### src/rtl/mips32_multicycle_ctrl.sv
// Multi-cycle Moore control unit for the MIPS32 datapath.
// It sequences FETCH, DECODE, EXEC/MEM and write-back, stalls on the memory
// ready handshake, traps unsupported opcodes and counts retired instructions.
//
// Ports:
//   clk, rst_n           : clock and asynchronous active-low reset
//   opcode               : IR[31:26], sampled into op_q during DECODE
//   mem_ready            : memory completed the current access
//   pc_write/_cond, bne  : PC load controls (unconditional / zero / not zero)
//   iord, mem_read/write : memory address select and strobes
//   ir_write             : IR load enable
//   reg_dst, mem_to_reg, reg_write : register-file write controls
//   alu_src_a/b, alu_op  : ALU operand and operation selects
//   pc_source            : PC next-value select
//   state                : current state code (debug)
//   illegal, instr_done  : one-cycle trap / instruction-complete pulses
//   retired              : count of instr_done pulses, wraps silently
module mips32_multicycle_ctrl #(
  parameter bit          MEM_HANDSHAKE = 1'b1,
  parameter bit          IMM_EN        = 1'b1,
  parameter int unsigned CNT_W         = 32
) (
  input  logic             clk,
  input  logic             rst_n,
  input  logic [5:0]       opcode,
  input  logic             mem_ready,
  output logic             pc_write,
  output logic             pc_write_cond,
  output logic             bne,
  output logic             iord,
  output logic             mem_read,
  output logic             mem_write,
  output logic             ir_write,
  output logic             reg_dst,
  output logic             mem_to_reg,
  output logic             reg_write,
  output logic             alu_src_a,
  output logic [1:0]       alu_src_b,
  output logic [1:0]       alu_op,
  output logic [1:0]       pc_source,
  output logic [3:0]       state,
  output logic             illegal,
  output logic             instr_done,
  output logic [CNT_W-1:0] retired
);

  typedef enum logic [3:0] {
    S_IDLE     = 4'd0,
    S_FETCH    = 4'd1,
    S_DECODE   = 4'd2,
    S_MEMADDR  = 4'd3,
    S_MEMREAD  = 4'd4,
    S_MEMWB    = 4'd5,
    S_MEMWRITE = 4'd6,
    S_EXEC     = 4'd7,
    S_RWB      = 4'd8,
    S_BRANCH   = 4'd9,
    S_JUMP     = 4'd10,
    S_ADDI_EX  = 4'd11,
    S_ADDI_WB  = 4'd12,
    S_TRAP     = 4'd13
  } state_e;

  localparam logic [5:0] OP_RTYPE = 6'd0;
  localparam logic [5:0] OP_J     = 6'd2;
  localparam logic [5:0] OP_BEQ   = 6'd4;
  localparam logic [5:0] OP_BNE   = 6'd5;
  localparam logic [5:0] OP_ADDI  = 6'd8;
  localparam logic [5:0] OP_LW    = 6'd35;
  localparam logic [5:0] OP_SW    = 6'd43;

  state_e           state_q, state_d;
  logic [5:0]       op_q, op_d;
  logic [CNT_W-1:0] retired_q;
  logic             rdy;

  assign rdy     = MEM_HANDSHAKE ? mem_ready : 1'b1;
  assign state   = state_q;
  assign retired = retired_q;

  always_ff @(posedge clk or negedge rst_n) begin
    if (!rst_n) begin
      state_q   <= S_IDLE;
      op_q      <= '0;
      retired_q <= '0;
    end else begin
      state_q <= state_d;
      op_q    <= op_d;
      if (instr_done) retired_q <= retired_q + {{(CNT_W-1){1'b0}}, 1'b1};
    end
  end

  always_comb begin
    state_d       = state_q;
    op_d          = op_q;
    pc_write      = 1'b0;
    pc_write_cond = 1'b0;
    bne           = 1'b0;
    iord          = 1'b0;
    mem_read      = 1'b0;
    mem_write     = 1'b0;
    ir_write      = 1'b0;
    reg_dst       = 1'b0;
    mem_to_reg    = 1'b0;
    reg_write     = 1'b0;
    alu_src_a     = 1'b0;
    alu_src_b     = 2'b00;
    alu_op        = 2'b00;
    pc_source     = 2'b00;
    illegal       = 1'b0;
    instr_done    = 1'b0;
    case (state_q)
      S_IDLE: state_d = S_FETCH;
      S_FETCH: begin
        mem_read  = 1'b1;
        alu_src_b = 2'b01;
        // IR and PC load only on the completing cycle so a stall leaves them untouched.
        if (rdy) begin
          ir_write = 1'b1;
          pc_write = 1'b1;
          state_d  = S_DECODE;
        end
      end
      S_DECODE: begin
        alu_src_b = 2'b11;
        op_d      = opcode;
        case (opcode)
          OP_RTYPE:      state_d = S_EXEC;
          OP_J:          state_d = S_JUMP;
          OP_BEQ, OP_BNE: state_d = S_BRANCH;
          OP_LW, OP_SW:  state_d = S_MEMADDR;
          OP_ADDI:       state_d = IMM_EN ? S_ADDI_EX : S_TRAP;
          default:       state_d = S_TRAP;
        endcase
      end
      S_MEMADDR: begin
        alu_src_a = 1'b1;
        alu_src_b = 2'b10;
        state_d   = (op_q == OP_LW) ? S_MEMREAD : S_MEMWRITE;
      end
      S_MEMREAD: begin
        mem_read = 1'b1;
        iord     = 1'b1;
        if (rdy) state_d = S_MEMWB;
      end
      S_MEMWB: begin
        reg_write  = 1'b1;
        mem_to_reg = 1'b1;
        instr_done = 1'b1;
        state_d    = S_FETCH;
      end
      S_MEMWRITE: begin
        mem_write = 1'b1;
        iord      = 1'b1;
        if (rdy) begin
          instr_done = 1'b1;
          state_d    = S_FETCH;
        end
      end
      S_EXEC: begin
        alu_src_a = 1'b1;
        alu_op    = 2'b10;
        state_d   = S_RWB;
      end
      S_RWB: begin
        reg_write  = 1'b1;
        reg_dst    = 1'b1;
        instr_done = 1'b1;
        state_d    = S_FETCH;
      end
      S_BRANCH: begin
        alu_src_a     = 1'b1;
        alu_op        = 2'b01;
        pc_source     = 2'b01;
        pc_write_cond = (op_q == OP_BEQ);
        bne           = (op_q == OP_BNE);
        instr_done    = 1'b1;
        state_d       = S_FETCH;
      end
      S_JUMP: begin
        pc_write   = 1'b1;
        pc_source  = 2'b10;
        instr_done = 1'b1;
        state_d    = S_FETCH;
      end
      S_ADDI_EX: begin
        alu_src_a = 1'b1;
        alu_src_b = 2'b10;
        state_d   = S_ADDI_WB;
      end
      S_ADDI_WB: begin
        reg_write  = 1'b1;
        instr_done = 1'b1;
        state_d    = S_FETCH;
      end
      S_TRAP: begin
        illegal    = 1'b1;
        instr_done = 1'b1;
        state_d    = S_FETCH;
      end
      default: state_d = S_FETCH;
    endcase
  end

endmodule

### config.mk
export PLATFORM = sky130hd
export DESIGN_NAME = mips32_multicycle_ctrl
export DESIGN_NICKNAME = d
export VERILOG_FILES = /design/src/rtl/mips32_multicycle_ctrl.sv
export SDC_FILE = /design/constraint.sdc
export NUM_CORES = 1
export LEC_CHECK = 0
export ABC_AREA = 1
export CAP_MARGIN = 20
export CORE_UTILIZATION = 50
export CTS_BUF_LIST = sky130_fd_sc_hd__clkbuf_8
export CTS_CLUSTER_DIAMETER = 30
export DETAILED_ROUTE_END_ITERATION = 16
export PLACE_DENSITY_LB_ADDON = 0.2
export SLEW_MARGIN = 30
export SYNTH_ARGS = -nofsm -noshare
export SYNTH_HDL_FRONTEND = slang
export SYNTH_SLANG_ARGS = --single-unit
### constraint.sdc
create_clock -name clk -period 2.8 [get_ports clk]
set_input_delay 0.56 -clock clk [delete_from_list [all_inputs] [get_ports clk]]
set_output_delay 0.56 -clock clk [all_outputs]
set_load 0.03 [all_outputs]
==> flow_metrics.tcl, run 1 <==
set metrics [dict create \
    outcome "finished clean" \
    drive_gt1_frac 0.0566 \
    synth-edff-count 0 \
    p_seq_frac 0.300 \
    routed_via_density 5.01 \
    grt_pass1_vias 2755 \
    max_stage_delay_ns 0.67 \
    root_buffer "clkbuf_8" \
    synthesis.area_mm2 0.00286 \
    core_area_mm2 0.00551 \
    switching_share 0.446 \
    arrival_ns 2.06 \
    cap_violations 0 \
    num-nets-final 539 \
    worstMarginPinSlew_ns 0.535 \
    synth-seq-cells 42 \
    clk_pin_slew_ns 0.09 \
    maxSlewHeadroom 0.643 \
    synth.avg_cell_area_um2 6.16 \
    drt_first_iter_violations 128 \
    drt-pass1-iter-count 4 \
    cp-start-kind "register" \
    yosys.area.top_type "dfrtp_1" \
    tritoncts "built" \
    setup-tns-final_ns 0 \
    p_int_mw 1.51 \
    maxSlewViolCount 0 \
    leakagePower_nw 1.75 \
    cts.sinks 42 \
    vias 3014 \
    start_util 0.519 \
    wl_per_cell_um 12.6 \
    ys_top_cells_by_area "dfrtp_1 37%, nand2_1 26%, nor2_1 11%" \
    cts_hold_buf 0 \
    area_delta_synth_final_pct 29.1 \
    grt_max_degree 43 \
    die_area_mm2 0.00602 \
    path_class "register to output port" \
    reg2reg_from "state[0]" \
    drc_errors 0 \
    gr-total-overflow 0 \
    gp_congestion 0.846 \
    cp_max_fo 6 \
    postLayoutCellArea_mm2 0.00369 \
    worstSkewPairLatency_ns 0.31 \
    r2r_slack_ns 1.00 \
    fill_cells 500 \
    setup_viol 0 \
    hold_viol_final 0 \
    synth_cells 464 \
    clockBufferDepth 2 \
    io_pins 64 \
    yosys_warnings 0 \
    pwr-share-comb 0.478 \
    p_switching_mw 1.22 \
    final_common_cell "nand2_1" \
    crit_cells 6 \
    period_share 0.936 \
    ys_types 24 \
    rsz0062_at_grt "no" \
    worstRegToRegCells 9 \
    synth_nets 474 \
    crit_path_start "state[1]" \
    hold_path_class "primary input to asynchronous set/reset pin" \
    antenna_left 0 \
    peakVddDrop_v 0.000739 \
    drt_wl_total_um 7590 \
    clkPwrFrac 0.222 \
    final_cell_mix "196 x nand2_1, 83 x nor2_1, 57 x clkdlybuf4s50_1" \
    final.setup_skew_ns 0.0137 \
    cts_buffers 5 \
    crit_slowest_cell "clkdlybuf4s50_1" \
    dpl_cell_area_mm2 0.00353 \
    crit_path_end_kind "output port" \
    ys_dominant_reg_cell "dfrtp_1" \
    rows 27 \
    crit_buf_inv 3 \
    grt_usage 0.267 \
    antenna_cells 0 \
    power_density_mw_per_mm2 740 \
    max_freq_mhz 382 \
    crit_end "ir_write" \
    critPathTopFamily "buffers and inverters" \
    cp.required_ns 2.24 \
    yosysTopAreaCellShare 0.368 \
    synthArstFlopShare 1.00 \
    timing.final.crit_period_ns 2.62 \
    dp.final_hpwl_um 5740 \
    grt_antenna_before_repair 0 \
    grt_pass1_wl_um 12600 \
    die_y_um 77.6 \
    crit_chain "inv_1 -> nand2_2 -> nor2_1 -> inv_1 -> nor2_1 -> clkdlybuf4s50_1" \
    die_x_um 77.6 \
    cts_max_level 2 \
    finalPower_mw 2.73 \
    port_buffers 63 \
    yosysSeqAreaShare 0.368 \
    r2r-end "retired[17]" \
]
[how the worst min path moves through the flow]
stage / startpoint / end / slack (ns) / cells past startpoint
finish: rst_n / retired[2] / 0.23 / 1
global route: rst_n / retired[0] / 0.27 / 1
CTS: rst_n / retired[27] / 0.44 / 1
detailed placement: op_q[2] / op_q[2] / 0.52 / 2
global placement: retired[31] / retired[31] / 0.51 / 2
floorplan: rst_n / op_q[0] / 0.26 / 0
[flip-flops by register name (all words and copies together) (netlist names)]
register and cells:
state 4, retired 32, op_q 6
[cell type report]
class / instances / area, µm² / share of cell area
well taps: 72 / 90.1 / 0.0244
clock inverters: 2 / 60.1 / 0.0163
multi-input cells: 362 / 1560 / 0.422
inverters: 53 / 199 / 0.0539
flip-flops and latches: 42 / 1050 / 0.285
repair buffers: 65 / 651 / 0.176
clock buffers: 6 / 82.6 / 0.0224
[kinds of logic (layout without fill, tap and decap cells)]
family                   count (synthesis)  in the layout  share of synthesized area
XOR/XNOR                                 9              9                     0.0276
buffers and inverters                   60            126                     0.0880
flip-flops                              42             42                      0.368
AO/OA/AOI/OAI                           22             22                     0.0394
adder cells (fa/ha/maj)                  1              1                    0.00438
AND/OR/NAND/NOR                        330            330                      0.473
[worst register-to-register path, stage by stage, from the launching register on]
cell     delay (ns)
dfrtp_1        0.44
inv_2          0.10
nand2_2        0.10
nor2_4         0.14
nand2_1        0.10
nand3_4        0.21
buf_4          0.36
nand3_1        0.12
nand2_1        0.07
nand2_1        0.04
[per-stage QoR]
step                      setup slack, ns  std cells  utilization  hold slack, ns
after CTS                          0.0105        602        0.668           0.439
after floorplan                   -0.0655        464            -           0.264
after global routing               0.0560        602        0.671           0.267
after detailed placement            0.303        594        0.642           0.515
final                               0.181        602        0.671           0.228
after global placement              0.293        594        0.642           0.510
[power groups by stage]
stage | combinational [mW] | clock (mW) | sequential (mW)
after floorplan | 0.804 | 0 | 0.913
after detailed placement | 1.30 | 0 | 0.825
after CTS | 1.31 | 0.610 | 0.815
after global routing | 1.41 | 0.638 | 0.833
final | 1.31 | 0.607 | 0.819
after global placement | 1.29 | 0 | 0.825
[synthesized netlist by cell type (all sizes together), types with 2 or more instances]
cell,n
dfrtp,42
inv,53
nor3,2
nor2,91
nand3,26
nand4,7
o21ai,19
nand2,200
nor4,2
o22ai,2
buf,7
xor2,9
[what timing repair did]
item,CTS,global route
setup endpoints to repair,0,4
gates resized for setup,0,5
setup buffers,0,0
[metal layers]
layer  share of wire  vias up  track usage
li1                -     1552            -
met1            0.45     1358        0.348
met2            0.48       91        0.433
met3           0.056       13       0.0588
met4           0.023        0        0.100
met5               0        -            0
Power figures use the tool's default switching activity.
==> run 2: changes to the inputs <==
CORE_UTILIZATION = 45   (was 50)
==> flow_metrics.tcl, run 2 (synthesis results as in run 1) <==
set metrics [dict create \
    outcome "finished clean" \
    largest_reg_flops 32 \
    clk_pin_slew_ns 0.08 \
    antenna_cells 0 \
    dpl_cell_area_mm2 0.00354 \
    grt_antenna_before_repair 0 \
    io_pins 64 \
    root_buffer "clkbuf_8" \
    start_util 0.474 \
    power_density_mw_per_mm2 719 \
    max_freq_mhz 377 \
    cts.sinks 42 \
    die_y_um 81.7 \
    p_int_mw 1.42 \
    postLayoutCellArea_mm2 0.00366 \
    setup_viol 0 \
    period_share 0.948 \
    peakVddDrop_v 0.000647 \
    reg2reg_from "retired[0]" \
    gp_congestion 0.892 \
    multi_input_area_mm2 0.00156 \
    core_area_mm2 0.00603 \
    cp_max_fo 6 \
    drive_gt1_frac 0.0529 \
    fill_cells 607 \
    hold_path_class "primary input to asynchronous set/reset pin" \
    post_cts_buffers 0 \
    timing.final.crit_period_ns 2.65 \
    die_x_um 81.7 \
    critPathTopFamily "buffers and inverters" \
    final_cell_mix "196 x nand2_1, 84 x nor2_1, 59 x clkdlybuf4s50_1" \
    crit_path_end_kind "output port" \
    drc_errors 0 \
    vias 2994 \
    routed_via_density 4.96 \
    maxSlewHeadroom 0.627 \
    p_seq_frac 0.312 \
    grt_max_degree 43 \
    port_buffers 63 \
    seq_area_mm2 0.00105 \
    p_switching_mw 1.21 \
    crit_slowest_cell "clkdlybuf4s50_1" \
    hold_viol_final 0 \
    crit_path_frequent_cell "inv_1" \
    wl_per_cell_um 12.8 \
    tritoncts "built" \
    crit_chain "inv_1 -> nand2_2 -> nor2_1 -> inv_1 -> o22ai_1 -> clkdlybuf4s50_1" \
    die_area_mm2 0.00668 \
    antenna_left 0 \
    arrival_ns 2.09 \
    drt_first_iter_violations 215 \
    leakagePower_nw 1.71 \
    worstSkewPairLatency_ns 0.30 \
    r2r_slack_ns 1.05 \
    grt_pass1_wl_um 12700 \
    cp-start-kind "register" \
    worstRegToRegCells 10 \
    maxSlewViolCount 0 \
    drt_wl_total_um 7730 \
    cts_max_level 2 \
    cap_violations 0 \
    drt-pass1-iter-count 5 \
    final_common_cell "nand2_1" \
    clockBufferDepth 2 \
    gr-total-overflow 0 \
    cp.required_ns 2.24 \
    crit_buf_inv 3 \
    cts_buffers 5 \
    rsz0062_at_grt "no" \
    dp.final_hpwl_um 5890 \
    switching_share 0.460 \
    worstMarginPinSlew_ns 0.559 \
    rows 28 \
    fin_util 0.607 \
    max_stage_delay_ns 0.69 \
    path_class "register to output port" \
    pwr-share-comb 0.496 \
    grt_pass1_vias 2699 \
    grt_usage 0.251 \
    r2r-end "retired[26]" \
    num-nets-final 539 \
    final.setup_skew_ns 0.0102 \
    clkPwrFrac 0.192 \
    area_delta_synth_final_pct 28.0 \
]
[run 2: cell types whose count changed in the layout (fill, tap and decap cells not counted)]
cell / previous run / this run
nor2_1: 83 / 84
nor2_2: 6 / 5
dlymetal6s2s_1: 4 / 2
bufinv_16: 2 / 1
clkdlybuf4s50_1: 57 / 59
[run 2: power by group through the flow]
stage | combinational (mW) | clock [mW] | sequential (mW)
after floorplan | 0.804 | 0 | 0.913
after global placement | 1.28 | 0 | 0.827
after detailed placement | 1.30 | 0 | 0.830
final | 1.30 | 0.505 | 0.822
after global routing | 1.41 | 0.539 | 0.839
after CTS | 1.31 | 0.513 | 0.822
[run 2: layer usage]
layer | GRT usage | vias up | part of all wire
met1 | 0.340 | 1366 | 0.49
met3 | 0.0478 | 6 | 0.055
met5 | 0 | - | 0
li1 | - | 1551 | -
met4 | 0.0491 | 0 | 0.0071
met2 | 0.415 | 71 | 0.45
[run 2: cell type report]
type                       count  area share
multi-input combinational    362       0.425
sequential                    42       0.287
timing repair buffer          65       0.176
inverter                      53      0.0544
tap                           75      0.0256
clock buffer                   6      0.0226
clock inverter                 1     0.00821
[run 2: worst max path at each step]
stage / cells past startpoint / to / start
5_1_grt: 6 / pc_write / state[1]
3_5_place_dp: 4 / pc_write / mem_ready
6_report: 6 / pc_write / state[1]
2_1_floorplan: 5 / bne / state[2]
4_1_cts: 6 / pc_write_cond / state[2]
3_3_place_gp: 4 / pc_write / mem_ready
[run 2: through the flow]
stage	power, mW	TNS, ns	std cells	setup slack, ns	hold WS, ns
2_1_floorplan	1.72	-0.131	464	-0.0655	0.264
3_3_place_gp	2.11	0	597	0.303	0.506
3_5_place_dp	2.13	0	597	0.303	0.505
4_1_cts	2.64	0	604	0.0541	0.447
5_1_grt	2.79	0	604	0.000828	0.285
6_report	2.63	0	604	0.145	0.245
[run 2: what timing repair did]
item | CTS | global route
hold buffers | 0 | 0
resized for setup | 0 | 2
endpoints found under the setup margin | 0 | 2
[run 2: worst register-to-register path, cell delays in order (launching register included)]
cell and delay, ns:
dfrtp_1 0.43, ha_1 0.24, nand2_1 0.11, nor2_1 0.34, nand2_1 0.12, inv_1 0.13, nand2_1 0.07, nand2_1 0.05
nand2_1 0.05, nand2_1 0.05, nand2_1 0.06
==> RTL change 1: new RTL, config.mk and constraints of run 1 <==
`op_q` no longer has a reset.
--- a/src/rtl/mips32_multicycle_ctrl.sv
+++ b/src/rtl/mips32_multicycle_ctrl.sv
@@ -81,13 +81,15 @@
   always_ff @(posedge clk or negedge rst_n) begin
     if (!rst_n) begin
       state_q   <= S_IDLE;
-      op_q      <= '0;
       retired_q <= '0;
     end else begin
       state_q <= state_d;
-      op_q    <= op_d;
       if (instr_done) retired_q <= retired_q + {{(CNT_W-1){1'b0}}, 1'b1};
     end
+  end
+
+  always_ff @(posedge clk) begin
+    op_q <= op_d;
   end
 
   always_comb begin
Function: no difference found for any inputs over 10 cycles, from zero or initial values and one cycle with rst_n low; that may be too few to reach the edited logic, so the function may still have changed.
==> RTL change 1 against run 1 <==
Hold slack gained 0.11 ns; first-iteration DRC count grew 39%; setup slack lost 0.022 ns; final area shrank 2.7%; total power shrank 10%; routed wire length shrank 3.9%; non-clock buffer count is the same; sequential cell count is the same; area after synthesis shrank 1.4%; count of clock-buffer cells in the layout shrank 1; synthesized cell count shrank 2.4%; sequential power shrank 3.3%; critical endpoint is now mem_read; largest cell class unchanged.
==> RTL change 1: results <==
set metrics [dict create \
    status "finished clean" \
    drive_gt1_share_pct 5.58 \
    synth_xor_area_share_pct 2.48 \
    dp_hpwl_mm 5.68 \
    irDropWorstVdd_mv 0.599 \
    drtIter0Drc 178 \
    wirelength_mm 7.30 \
    synthTopCellsByCount "185 x nand2_1, 88 x nor2_1, 46 x inv_1, 36 x dfrtp_1, 24 x nand3_1" \
    synth-edff-count 6 \
    placedCellCount 582 \
    power_clock_w 0.000380 \
    worstSetupStartpoint "state[3]" \
    reg2reg_slack_ns 0.82 \
    async_flop_share_pct 85.7 \
    p_switching_w 0.00116 \
    grt_usage_pct 26.1 \
    synthDistinctLibCells 25 \
    comb_power_share_pct 52.3 \
    endpoint "mem_read" \
    dpl_worst_slack_ns 0.264 \
    met3_length_um 500 \
    worst_slew_pin_slew_ns 0.801 \
    reg2reg_to "retired[2]" \
    yosys-top-cells-area "dfrtp_1 32%, nand2_1 25%, nor2_1 12%" \
    yosysSeqAreaShare_pct 38.3 \
    fin_nets 529 \
]
RTL change 1: area by class of cell:
cell class              count  area (sq um)  share of cell area, %
clock buffers               5          68.8                   1.92
inverters                  52           195                   5.44
clock inverters             3          12.5                  0.348
well taps                  70          87.6                   2.44
multi-input cells         353          1500                   41.8
repair buffers             65           646                   18.0
flip-flops and latches     42          1080                   30.1
RTL change 1: kinds of logic after synthesis:
logic type | count (synthesis)
fa+ha+maj | 1
buf+inv | 58
simple gates | 321
flops | 42
compound gates | 23
xor+xnor | 8
RTL change 1: what timing repair did:
action / in CTS / in global routing
gates resized for setup: 0 / 2
setup endpoints to repair: 0 / 2
setup buffers: 0 / 0
RTL change 1: worst max-delay path, stage by stage (launching register included):
cell and delay [ns]:
dfrtp_1 0.43, inv_2 0.13, nand2_1 0.11, nor2_1 0.25, inv_1 0.13, nand2_1 0.08, clkdlybuf4s50_1 0.66
==> RTL change 2: new RTL, flow settings as in run 1 <==
Without the edit above. `MEM_HANDSHAKE`: 1'b1 -> 1'b0.
--- a/src/rtl/mips32_multicycle_ctrl.sv
+++ b/src/rtl/mips32_multicycle_ctrl.sv
@@ -16,7 +16,7 @@
 //   illegal, instr_done  : one-cycle trap / instruction-complete pulses
 //   retired              : count of instr_done pulses, wraps silently
 module mips32_multicycle_ctrl #(
-  parameter bit          MEM_HANDSHAKE = 1'b1,
+  parameter bit          MEM_HANDSHAKE = 1'b0,
   parameter bit          IMM_EN        = 1'b1,
   parameter int unsigned CNT_W         = 32
 ) (
Check against the original RTL: not equivalent (Yosys sat finds a counterexample within 4 cycles, from zero or initial values and one cycle with rst_n low).
==> RTL change 2 against run 1 <==
Count of clock-buffer cells in the layout down 1; sequential share of layout area is 1.1 points higher; routed wire length down 7.2%; non-clock buffer count fell by 1; sequential power barely moved; total power shrank 6.7%; setup slack got worse by 0.057 ns; final area down 3.7%; die area decreased by 1.7%; area after synthesis down 1.8%; sequential cell count did not move; critical endpoint is now instr_done.
==> RTL change 2: results <==
set metrics [dict create \
    reg2reg_to "retired[22]" \
    use_met1_pct 29.0 \
    synthAdderAreaFrac_pct 0.446 \
    cp.arrival_ns 2.12 \
    multi_input_area_sq_um 1540 \
    worstSetupStartpoint "state[0]" \
    grt_usage_pct 25.2 \
    status "finished clean" \
    synth_xor_area_share_pct 4.06 \
    place.port_buffers 62 \
    grt_max_degree 47 \
    wl_met1_mm 3.01 \
    non_clock_buffer_area_share_pct 18.0 \
    fin_nets 502 \
    synth_compound_area_share_pct 3.16 \
    post_cts_buffers 0 \
    fin_worst_skew_ns 0.00906 \
    irDropWorstVdd_mv 0.914 \
    wire_per_inst_um 12.5 \
    ctsHoldBuffers 0 \
    grt_pass1_wl_mm 11.8 \
    drtIter0Drc 129 \
    yosysSeqAreaShare_pct 37.4 \
    synthTopCellsByCount "171 x nand2_1, 69 x nor2_1, 42 x dfrtp_1, 37 x inv_1, 36 x nand3_1" \
    worstPathMaxFanout 18 \
    met2_length_mm 3.54 \
    grt_remaining_overflow 0 \
    multi_input_cells 339 \
    synthDistinctLibCells 29 \
    dp_hpwl_mm 5.34 \
    area_share_clock_buf_inv_pct 2.53 \
    drive_gt1_share_pct 5.27 \
    use_met2_pct 45.7 \
    met3_usage_pct 4.76 \
    whs_ns 0.230 \
    yosys-top-cells-area "dfrtp_1 37%, nand2_1 23%, nor2_1 9.2%" \
    nNonClkBuffers 64 \
    firstDrtPassIters 5 \
    rr_startpoint "retired[0]" \
    viasPerCell 5.23 \
    r2r_cells 8 \
    syn_nets 440 \
    clock_buffers 5 \
    place_congestion 0.893 \
    endpoint "instr_done" \
    met3_length_um 352 \
    p_leak_nw 1.63 \
    fillCellCount 509 \
    nNonClkInverters 40 \
    max_slew_margin_pct 54.2 \
]
-- RTL change 2: per-stage QoR --
stage / std cells / area [sq um] / setup slack, ns / power, W
after floorplan: 430 / 2810 / 0.265 / 0.00176
after global routing: 563 / 3560 / 0.0156 / 0.00270
after CTS: 563 / 3550 / 0.0314 / 0.00256
after detailed placement: 555 / 3460 / 0.377 / 0.00216
final: 563 / 3560 / 0.123 / 0.00255
after global placement: 555 / 3460 / 0.379 / 0.00213
-- RTL change 2: critical path: cells and delay by family (launching register included) --
kind | cells | cell delay, ns
and+or+nand+nor | 4 | 0.60
buffers and inverters | 2 | 0.78
DFF | 1 | 0.44
-- RTL change 2: report_power, final --
group	internal, W	total, W	switching, W
clock	0.000175	0.000406	0.000230
sequential	0.000707	0.000819	0.000112
combinational	0.000438	0.00132	0.000886
total	0.00132	0.00255	0.00123
